--- config.mk ---
export PLATFORM = sky130hd
export DESIGN_NAME = sys_id_multi
export DESIGN_NICKNAME = d
export VERILOG_FILES = /design/src/rtl/sys_id_multi.sv
export SDC_FILE = /design/constraint.sdc
export NUM_CORES = 1
export LEC_CHECK = 0
export BUFFER_PORTS_ARGS = -buffer_cell sky130_fd_sc_hd__buf_2
export CAP_MARGIN = 20
export CORE_MARGIN = 2
export CORE_UTILIZATION = 40
export DETAILED_ROUTE_END_ITERATION = 8
export MAX_ROUTING_LAYER = met4
export PLACE_DENSITY = 0.73
export RECOVER_POWER = 50
export SLEW_MARGIN = 10
export SYNTH_ARGS = -nofsm -noshare
export SYNTH_HDL_FRONTEND = slang
export SYNTH_SLANG_ARGS = --single-unit
--- constraint.sdc ---
create_clock -name s_axi_aclk -period 1.9 [get_ports s_axi_aclk]
set_clock_uncertainty 0.05 [all_clocks]
set_input_delay 0.285 -clock s_axi_aclk [delete_from_list [all_inputs] [get_ports s_axi_aclk]]
set_output_delay 0.285 -clock s_axi_aclk [all_outputs]
set_load 0.005 [all_outputs]
--- src/rtl/sys_id_multi.sv ---
// System ID block: fixed ID registers, scratch register and NUM_ROMS read-only ROM windows
// behind an AXI4-Lite slave. Define SYSID_CHECKSUM_EN to build the ROM checksum scan engine.
module sys_id_multi #(
  parameter int ID            = 0,
  parameter int NUM_ROMS      = 2,
  parameter int ROM_WIDTH     = 32,
  parameter int ROM_ADDR_BITS = 6,
  parameter int ROM_LATENCY   = 1
) (
  input  logic                          s_axi_aclk,
  input  logic                          s_axi_aresetn,
  input  logic                          s_axi_awvalid,
  input  logic [15:0]                   s_axi_awaddr,
  input  logic [2:0]                    s_axi_awprot,
  output logic                          s_axi_awready,
  input  logic                          s_axi_wvalid,
  input  logic [31:0]                   s_axi_wdata,
  input  logic [3:0]                    s_axi_wstrb,
  output logic                          s_axi_wready,
  output logic                          s_axi_bvalid,
  output logic [1:0]                    s_axi_bresp,
  input  logic                          s_axi_bready,
  input  logic                          s_axi_arvalid,
  input  logic [15:0]                   s_axi_araddr,
  input  logic [2:0]                    s_axi_arprot,
  output logic                          s_axi_arready,
  output logic                          s_axi_rvalid,
  output logic [31:0]                   s_axi_rdata,
  output logic [1:0]                    s_axi_rresp,
  input  logic                          s_axi_rready,
  input  logic [NUM_ROMS*ROM_WIDTH-1:0] rom_data,
  output logic [ROM_ADDR_BITS-1:0]      rom_addr
);
  localparam logic [31:0] VERSION = 32'h0002_0000;
  localparam logic [31:0] MAGIC   = 32'h5359_4944;
  localparam logic [31:0] CONFIG  = {8'h0, 8'(ROM_LATENCY), 8'(ROM_ADDR_BITS), 8'(NUM_ROMS)};

  logic unused_ok;
  assign unused_ok = ^{s_axi_awprot, s_axi_arprot, s_axi_wstrb, s_axi_awaddr[15:14],
                       s_axi_awaddr[1:0], s_axi_araddr[15:14], s_axi_araddr[1:0]};

  logic        up_wreq_q, up_wack_q, up_rreq_q, up_rack_q;
  logic [11:0] up_waddr_q, up_raddr_q;
  logic [31:0] up_wdata_q, up_rdata_q;
  logic        wbusy_q, rbusy_q, bvalid_q, rvalid_q;
  logic [31:0] axi_rdata_q;
  logic        aw_hs, ar_hs;

  // AXI4-Lite to up_* bridge: one write and one read outstanding, word addressing
  assign aw_hs         = s_axi_awvalid & s_axi_wvalid & ~wbusy_q;
  assign ar_hs         = s_axi_arvalid & ~rbusy_q;
  assign s_axi_awready = aw_hs;
  assign s_axi_wready  = aw_hs;
  assign s_axi_arready = ~rbusy_q;
  assign s_axi_bvalid  = bvalid_q;
  assign s_axi_bresp   = 2'b00;
  assign s_axi_rvalid  = rvalid_q;
  assign s_axi_rdata   = axi_rdata_q;
  assign s_axi_rresp   = 2'b00;

  always_ff @(posedge s_axi_aclk or negedge s_axi_aresetn) begin
    if (!s_axi_aresetn) begin
      up_wreq_q <= 1'b0; up_waddr_q <= '0; up_wdata_q <= '0; wbusy_q <= 1'b0; bvalid_q <= 1'b0;
      up_rreq_q <= 1'b0; up_raddr_q <= '0; rbusy_q <= 1'b0; rvalid_q <= 1'b0; axi_rdata_q <= '0;
    end else begin
      up_wreq_q <= aw_hs;
      up_rreq_q <= ar_hs;
      if (aw_hs) begin
        wbusy_q    <= 1'b1;
        up_waddr_q <= s_axi_awaddr[13:2];
        up_wdata_q <= s_axi_wdata;
      end
      if (bvalid_q && s_axi_bready) begin
        bvalid_q <= 1'b0;
        wbusy_q  <= 1'b0;
      end else if (up_wack_q) begin
        bvalid_q <= 1'b1;
      end
      if (ar_hs) begin
        rbusy_q    <= 1'b1;
        up_raddr_q <= s_axi_araddr[13:2];
      end
      if (rvalid_q && s_axi_rready) begin
        rvalid_q <= 1'b0;
        rbusy_q  <= 1'b0;
      end else if (up_rack_q) begin
        rvalid_q    <= 1'b1;
        axi_rdata_q <= up_rdata_q;
      end
    end
  end

  function automatic logic [31:0] rom_sel(input logic [1:0] ch);
    rom_sel = '0;
    for (int k = 0; k < NUM_ROMS; k++)
      if (ch == 2'(k)) rom_sel = 32'(rom_data[k*ROM_WIDTH +: ROM_WIDTH]);
  endfunction

  logic [31:0] scratch_q;
  always_ff @(posedge s_axi_aclk or negedge s_axi_aresetn) begin
    if (!s_axi_aresetn) begin
      scratch_q <= '0;
      up_wack_q <= 1'b0;
    end else begin
      up_wack_q <= up_wreq_q;
      if (up_wreq_q && up_waddr_q == 12'h002) scratch_q <= up_wdata_q;
    end
  end

  logic [11:0]              rd_hi;
  logic                     rd_in_rom, rom_rreq;
  logic [1:0]               rd_ch, rd_ch_q, rd_cnt_q;
  logic                     rd_busy_q;
  logic [ROM_ADDR_BITS-1:0] rom_addr_q;
  logic                     scan_issue;
  logic [ROM_ADDR_BITS-1:0] scan_rom_addr;
  logic [31:0]              reg_rdata, csum_ctrl, csum_result;

  assign rd_hi     = up_raddr_q >> ROM_ADDR_BITS;
  assign rd_in_rom = (rd_hi != 12'd0) && (rd_hi <= 12'(NUM_ROMS));
  assign rd_ch     = 2'(rd_hi - 12'd1);
  assign rom_rreq  = up_rreq_q & rd_in_rom;
  assign rom_addr  = rom_addr_q;

  // AXI ROM reads own rom_addr; the scan only drives it when no read is pending
  always_ff @(posedge s_axi_aclk or negedge s_axi_aresetn) begin
    if (!s_axi_aresetn) begin
      up_rack_q <= 1'b0; up_rdata_q <= '0; rd_busy_q <= 1'b0;
      rd_cnt_q <= '0; rd_ch_q <= '0; rom_addr_q <= '0;
    end else begin
      up_rack_q  <= 1'b0;
      up_rdata_q <= '0;
      if (rom_rreq) begin
        rd_busy_q  <= 1'b1;
        rd_cnt_q   <= 2'(ROM_LATENCY - 1);
        rd_ch_q    <= rd_ch;
        rom_addr_q <= up_raddr_q[ROM_ADDR_BITS-1:0];
      end else if (up_rreq_q) begin
        up_rack_q  <= 1'b1;
        up_rdata_q <= reg_rdata;
      end else if (rd_busy_q) begin
        if (rd_cnt_q == 2'd0) begin
          rd_busy_q  <= 1'b0;
          up_rack_q  <= 1'b1;
          up_rdata_q <= rom_sel(rd_ch_q);
        end else begin
          rd_cnt_q <= rd_cnt_q - 2'd1;
        end
      end else if (scan_issue) begin
        rom_addr_q <= scan_rom_addr;
      end
    end
  end

`ifdef SYSID_CHECKSUM_EN
  typedef enum logic [2:0] {S_IDLE, S_ADDR, S_WAIT, S_ACC, S_DONE} state_t;
  state_t                   state_q;
  logic [ROM_ADDR_BITS-1:0] scan_addr_q;
  logic [31:0]              acc_q, word_q, result_q, acc_d;
  logic [1:0]               wcnt_q, chan_q;
  logic                     done_q, err_q, start_wr, start_bad;

  assign start_wr      = up_wreq_q && up_waddr_q == 12'h005 && up_wdata_q[0];
  assign start_bad     = {1'b0, up_wdata_q[9:8]} >= 3'(NUM_ROMS);
  assign scan_issue    = (state_q == S_ADDR) && !rom_rreq && !rd_busy_q;
  assign scan_rom_addr = scan_addr_q;
  assign acc_d         = acc_q + word_q;
  assign csum_ctrl     = {22'd0, chan_q, 5'd0, err_q, done_q, state_q != S_IDLE};
  assign csum_result   = result_q;

  always_ff @(posedge s_axi_aclk or negedge s_axi_aresetn) begin
    if (!s_axi_aresetn) begin
      state_q <= S_IDLE; scan_addr_q <= '0; acc_q <= '0; word_q <= '0; result_q <= '0;
      wcnt_q <= '0; chan_q <= '0; done_q <= 1'b0; err_q <= 1'b0;
    end else begin
      case (state_q)
        S_IDLE: if (start_wr) begin
          done_q <= 1'b0;
          chan_q <= up_wdata_q[9:8];
          err_q  <= start_bad;
          if (!start_bad) begin
            state_q     <= S_ADDR;
            scan_addr_q <= '0;
            acc_q       <= '0;
          end
        end
        S_ADDR: if (scan_issue) begin
          state_q <= S_WAIT;
          wcnt_q  <= 2'(ROM_LATENCY - 1);
        end
        // a ROM read stealing rom_addr mid-wait invalidates this word; refetch it
        S_WAIT: if (rom_rreq) begin
          state_q <= S_ADDR;
        end else if (wcnt_q == 2'd0) begin
          word_q  <= rom_sel(chan_q);
          state_q <= S_ACC;
        end else begin
          wcnt_q <= wcnt_q - 2'd1;
        end
        S_ACC: begin
          acc_q <= acc_d;
          if (scan_addr_q == '1) begin
            result_q <= acc_d;
            state_q  <= S_DONE;
          end else begin
            scan_addr_q <= scan_addr_q + 1'b1;
            state_q     <= S_ADDR;
          end
        end
        S_DONE: begin
          done_q  <= 1'b1;
          state_q <= S_IDLE;
        end
        default: state_q <= S_IDLE;
      endcase
    end
  end
`else
  assign scan_issue    = 1'b0;
  assign scan_rom_addr = '0;
  assign csum_ctrl     = '0;
  assign csum_result   = '0;
`endif

  always_comb begin
    reg_rdata = '0;
    case (up_raddr_q)
      12'h000: reg_rdata = VERSION;
      12'h001: reg_rdata = 32'(ID);
      12'h002: reg_rdata = scratch_q;
      12'h003: reg_rdata = MAGIC;
      12'h004: reg_rdata = CONFIG;
      12'h005: reg_rdata = csum_ctrl;
      12'h006: reg_rdata = csum_result;
      default: reg_rdata = '0;
    endcase
  end
endmodule

==> impl_metrics.env <==
export IMPL_grt_pass1_wl_mm=23.9
export IMPL_yosys_register_bits=171
export IMPL_worst_path_max_fanout=10
export IMPL_ant_nets=0
export IMPL_cap_violations=0
export IMPL_wire_per_inst_um=16.7
export IMPL_place_hpwl_mm=11.1
export IMPL_startpoint_type="flop"
export IMPL_port_buffer_count=169
export IMPL_cp_slowest_cell="dfrtp_1"
export IMPL_place_area_mm2=0.00818
export IMPL_endpoint_kind="flop"
export IMPL_final_cell_area_mm2=0.00875
export IMPL_clock_latency_ps=420
export IMPL_final_max_slew_viol_count=0
export IMPL_die_y_um=136
export IMPL_synth_ff_type="dfrtp_1"
export IMPL_cts_setup_buffers=0
export IMPL_hold_viol_final=0
export IMPL_die_width_um=136
export IMPL_dr_first_iter_drc_count=136
export IMPL_slowest_delay_ps=380
export IMPL_drt_pass1_iterations=4
export IMPL_yosysTopAreaCell="dfrtp_1"
export IMPL_dr_total_vias=4520
export IMPL_ioPinCount=192
export IMPL_areaGrowthSynthToFinish_pct=25.8
export IMPL_setup_ws_ps=97.6
export IMPL_post_route_util=0.510
export IMPL_via_per_inst=4.99
export IMPL_synth_cells=481
export IMPL_coreArea_mm2=0.0172
export IMPL_tightest_slew_ps=789
export IMPL_synth_seq_area_share=0.615
export IMPL_ys_top_cells_by_count="dfrtp_1 (171), mux2_2 (89), mux2i_1 (35), nor2_1 (31), mux2_1 (30)"
export IMPL_htreeDepth=4
export IMPL_grt_pass1_vias=4694
export IMPL_hold_class="input pin to flop"
export IMPL_clock_sinks=171
export IMPL_grt_max_degree=56
export IMPL_clockBufferDepth=2
export IMPL_dieArea_mm2=0.0185
export IMPL_finalCritPeriodShare=0.949
export IMPL_cts_inserted_buffers=17
export IMPL_tns_ps=0
export IMPL_antenna_found_initial=6
export IMPL_fmax_mhz=555
export IMPL_p_per_area_mw_per_mm2=1120
export IMPL_cp_arrival_ps=2060
export IMPL_ir_drop_uv=575
export IMPL_yosys_warnings=0
export IMPL_synth_edf_count=0
export IMPL_critPathRequiredTime_ps=2160
export IMPL_run_status="completed"
export IMPL_cts_tree="done"
export IMPL_rows=48
export IMPL_fin_nets=810
export IMPL_yosysMostFrequentCell="dfrtp_1"
export IMPL_synth_top_area_frac=0.615
export IMPL_grt_total_usage=0.175
export IMPL_grt_setup_unrepaired="false"
export IMPL_gp_congestion=0.786
export IMPL_setup_viol=0
export IMPL_max_slew_margin=0.474
export IMPL_worst_path_buf_inv=2
export IMPL_p_leak_nw=4.36
export IMPL_cts_clk_slew_worst_paths_ps=70
export IMPL_path_class="flop to flop"
export IMPL_place_ws_ps=17.2
export IMPL_synthDistinctLibCells=37
export IMPL_syn_area_mm2=0.00696
export IMPL_syn_avg_cell_area_um2=14.5
export IMPL_async_flop_share=1.00
export IMPL_min_period_ps=1800
export IMPL_drive_above_1_share=0.495
export IMPL_path_cells="inv_2 > ha_1 > and2b_2 > nor4b_4 > buf_12 > mux2_2"
export IMPL_totalWireLength_mm=15.1
export IMPL_start_util=0.405
export IMPL_grt_overflow=0
export IMPL_synth_area_top_cells="dfrtp_1 (62%), mux2_2 (14%), mux2i_1 (5.0%)"
export IMPL_root_buffer="clkbuf_16"
export IMPL_critical_path_top_delay_family="simple AND/OR/NAND/NOR gates"
export IMPL_drc=0
## power by group
group / switching [mW] / internal (mW)
logic: 0.826 / 0.966
clock network: 1.37 / 1.95
registers: 0.413 / 4.25
## worst register-to-register path, cell delays in order, from the launching register on
cell and delay (ps):
dfrtp_1 380, inv_2 90, ha_1 160, and2b_2 230
nor4b_4 280, buf_12 180, mux2_2 330
## stage by stage
step | cells | hold slack (ps) | power (mW)
after global routing | 906 | 15.6 | 10.2
after CTS | 900 | 5.05 | 9.87
after floorplan | 484 | -60.6 | 5.75
after detailed placement | 867 | 216 | 6.51
after global placement | 867 | 203 | 6.37
final | 906 | 24.9 | 9.77
## state kept, by name (all words and copies together), names as in the netlist, 2 cells and up
register and flops:
s_axi_rdata 32, scratch_q 32, up_rdata_q 32, up_wdata_q 32
up_raddr_q 12, up_waddr_q 12, rom_addr 6, rd_ch_q 2
rd_cnt_q 2
## worst paths after layout
| check | from | end | cells after the start | slack, ps |
|---|---|---|---|---|
| setup / recovery | up_raddr_q[6] | rom_addr[5] | 6 | 100 |
| hold / removal | s_axi_bready | wbusy_q | 2 | 20 |
| setup reg to reg | up_raddr_q[6] | rom_addr[5] | 6 | 100 |
| hold reg to reg | up_wreq_q | up_wack_q | 0 | 330 |
| max in group asynchronous | s_axi_aresetn | s_axi_rdata[22] | 3 | 330 |
| min in group asynchronous | s_axi_aresetn | up_waddr_q[3] | 2 | 310 |
## kinds of logic after synthesis
group | Yosys count | synth area share
DFF | 171 | 0.615
buffers and inverters | 43 | 0.0302
and+or+nand+nor | 57 | 0.0484
muxes | 159 | 0.254
AOI/OAI and AO/OA | 47 | 0.0466
adders and majority gates | 3 | 0.00540
other | 1 | 0.000539
## routing by layer
layer | part of all wire | vias up | wire, µm | global-route usage
li1 | - | 2062 | - | -
met2 | 0.50 | 149 | 7540 | 0.275
met5 | 0 | - | 0 | -
met1 | 0.43 | 2293 | 6470 | 0.219
met4 | 0.014 | 0 | 208 | 0.0532
met3 | 0.061 | 16 | 923 | 0.0529
## cell usage in the layout, fill, tap and decap left out, types with 4 or more instances in the layout
cell type	count
dfrtp_1	170
buf_2	163
mux2_2	89
mux2i_1	35
nor2_1	31
mux2_1	30
clkbuf_16	17
o22ai_1	16
buf_4	15
a31o_2	12
inv_1	9
clkbuf_1	8
a21oi_1	7
diode_2	6
mux2_4	5
nand2_1	4
o21ai_0	4
conb_1	4
clkbuf_8	4
clkinvlp_4	4
## timing repair
action	4_1_cts	5_1_grt
hold endpoints to repair	46	0
hold buffers	1	0
resized for setup	1	3
endpoints found under the setup margin	13	17
## final cells by class
class / count / area [µm²]
Antenna cell: 6 / 15.0
Multi-Input combinational cell: 270 / 2510
Clock inverter: 9 / 87.6
Fill cell: 1542 / 8420
Sequential cell: 171 / 4280
Tap cell: 225 / 282
Timing Repair Buffer: 192 / 1050
Clock buffer: 23 / 488
Inverter: 10 / 37.5
Power figures use the tool's default switching activity.
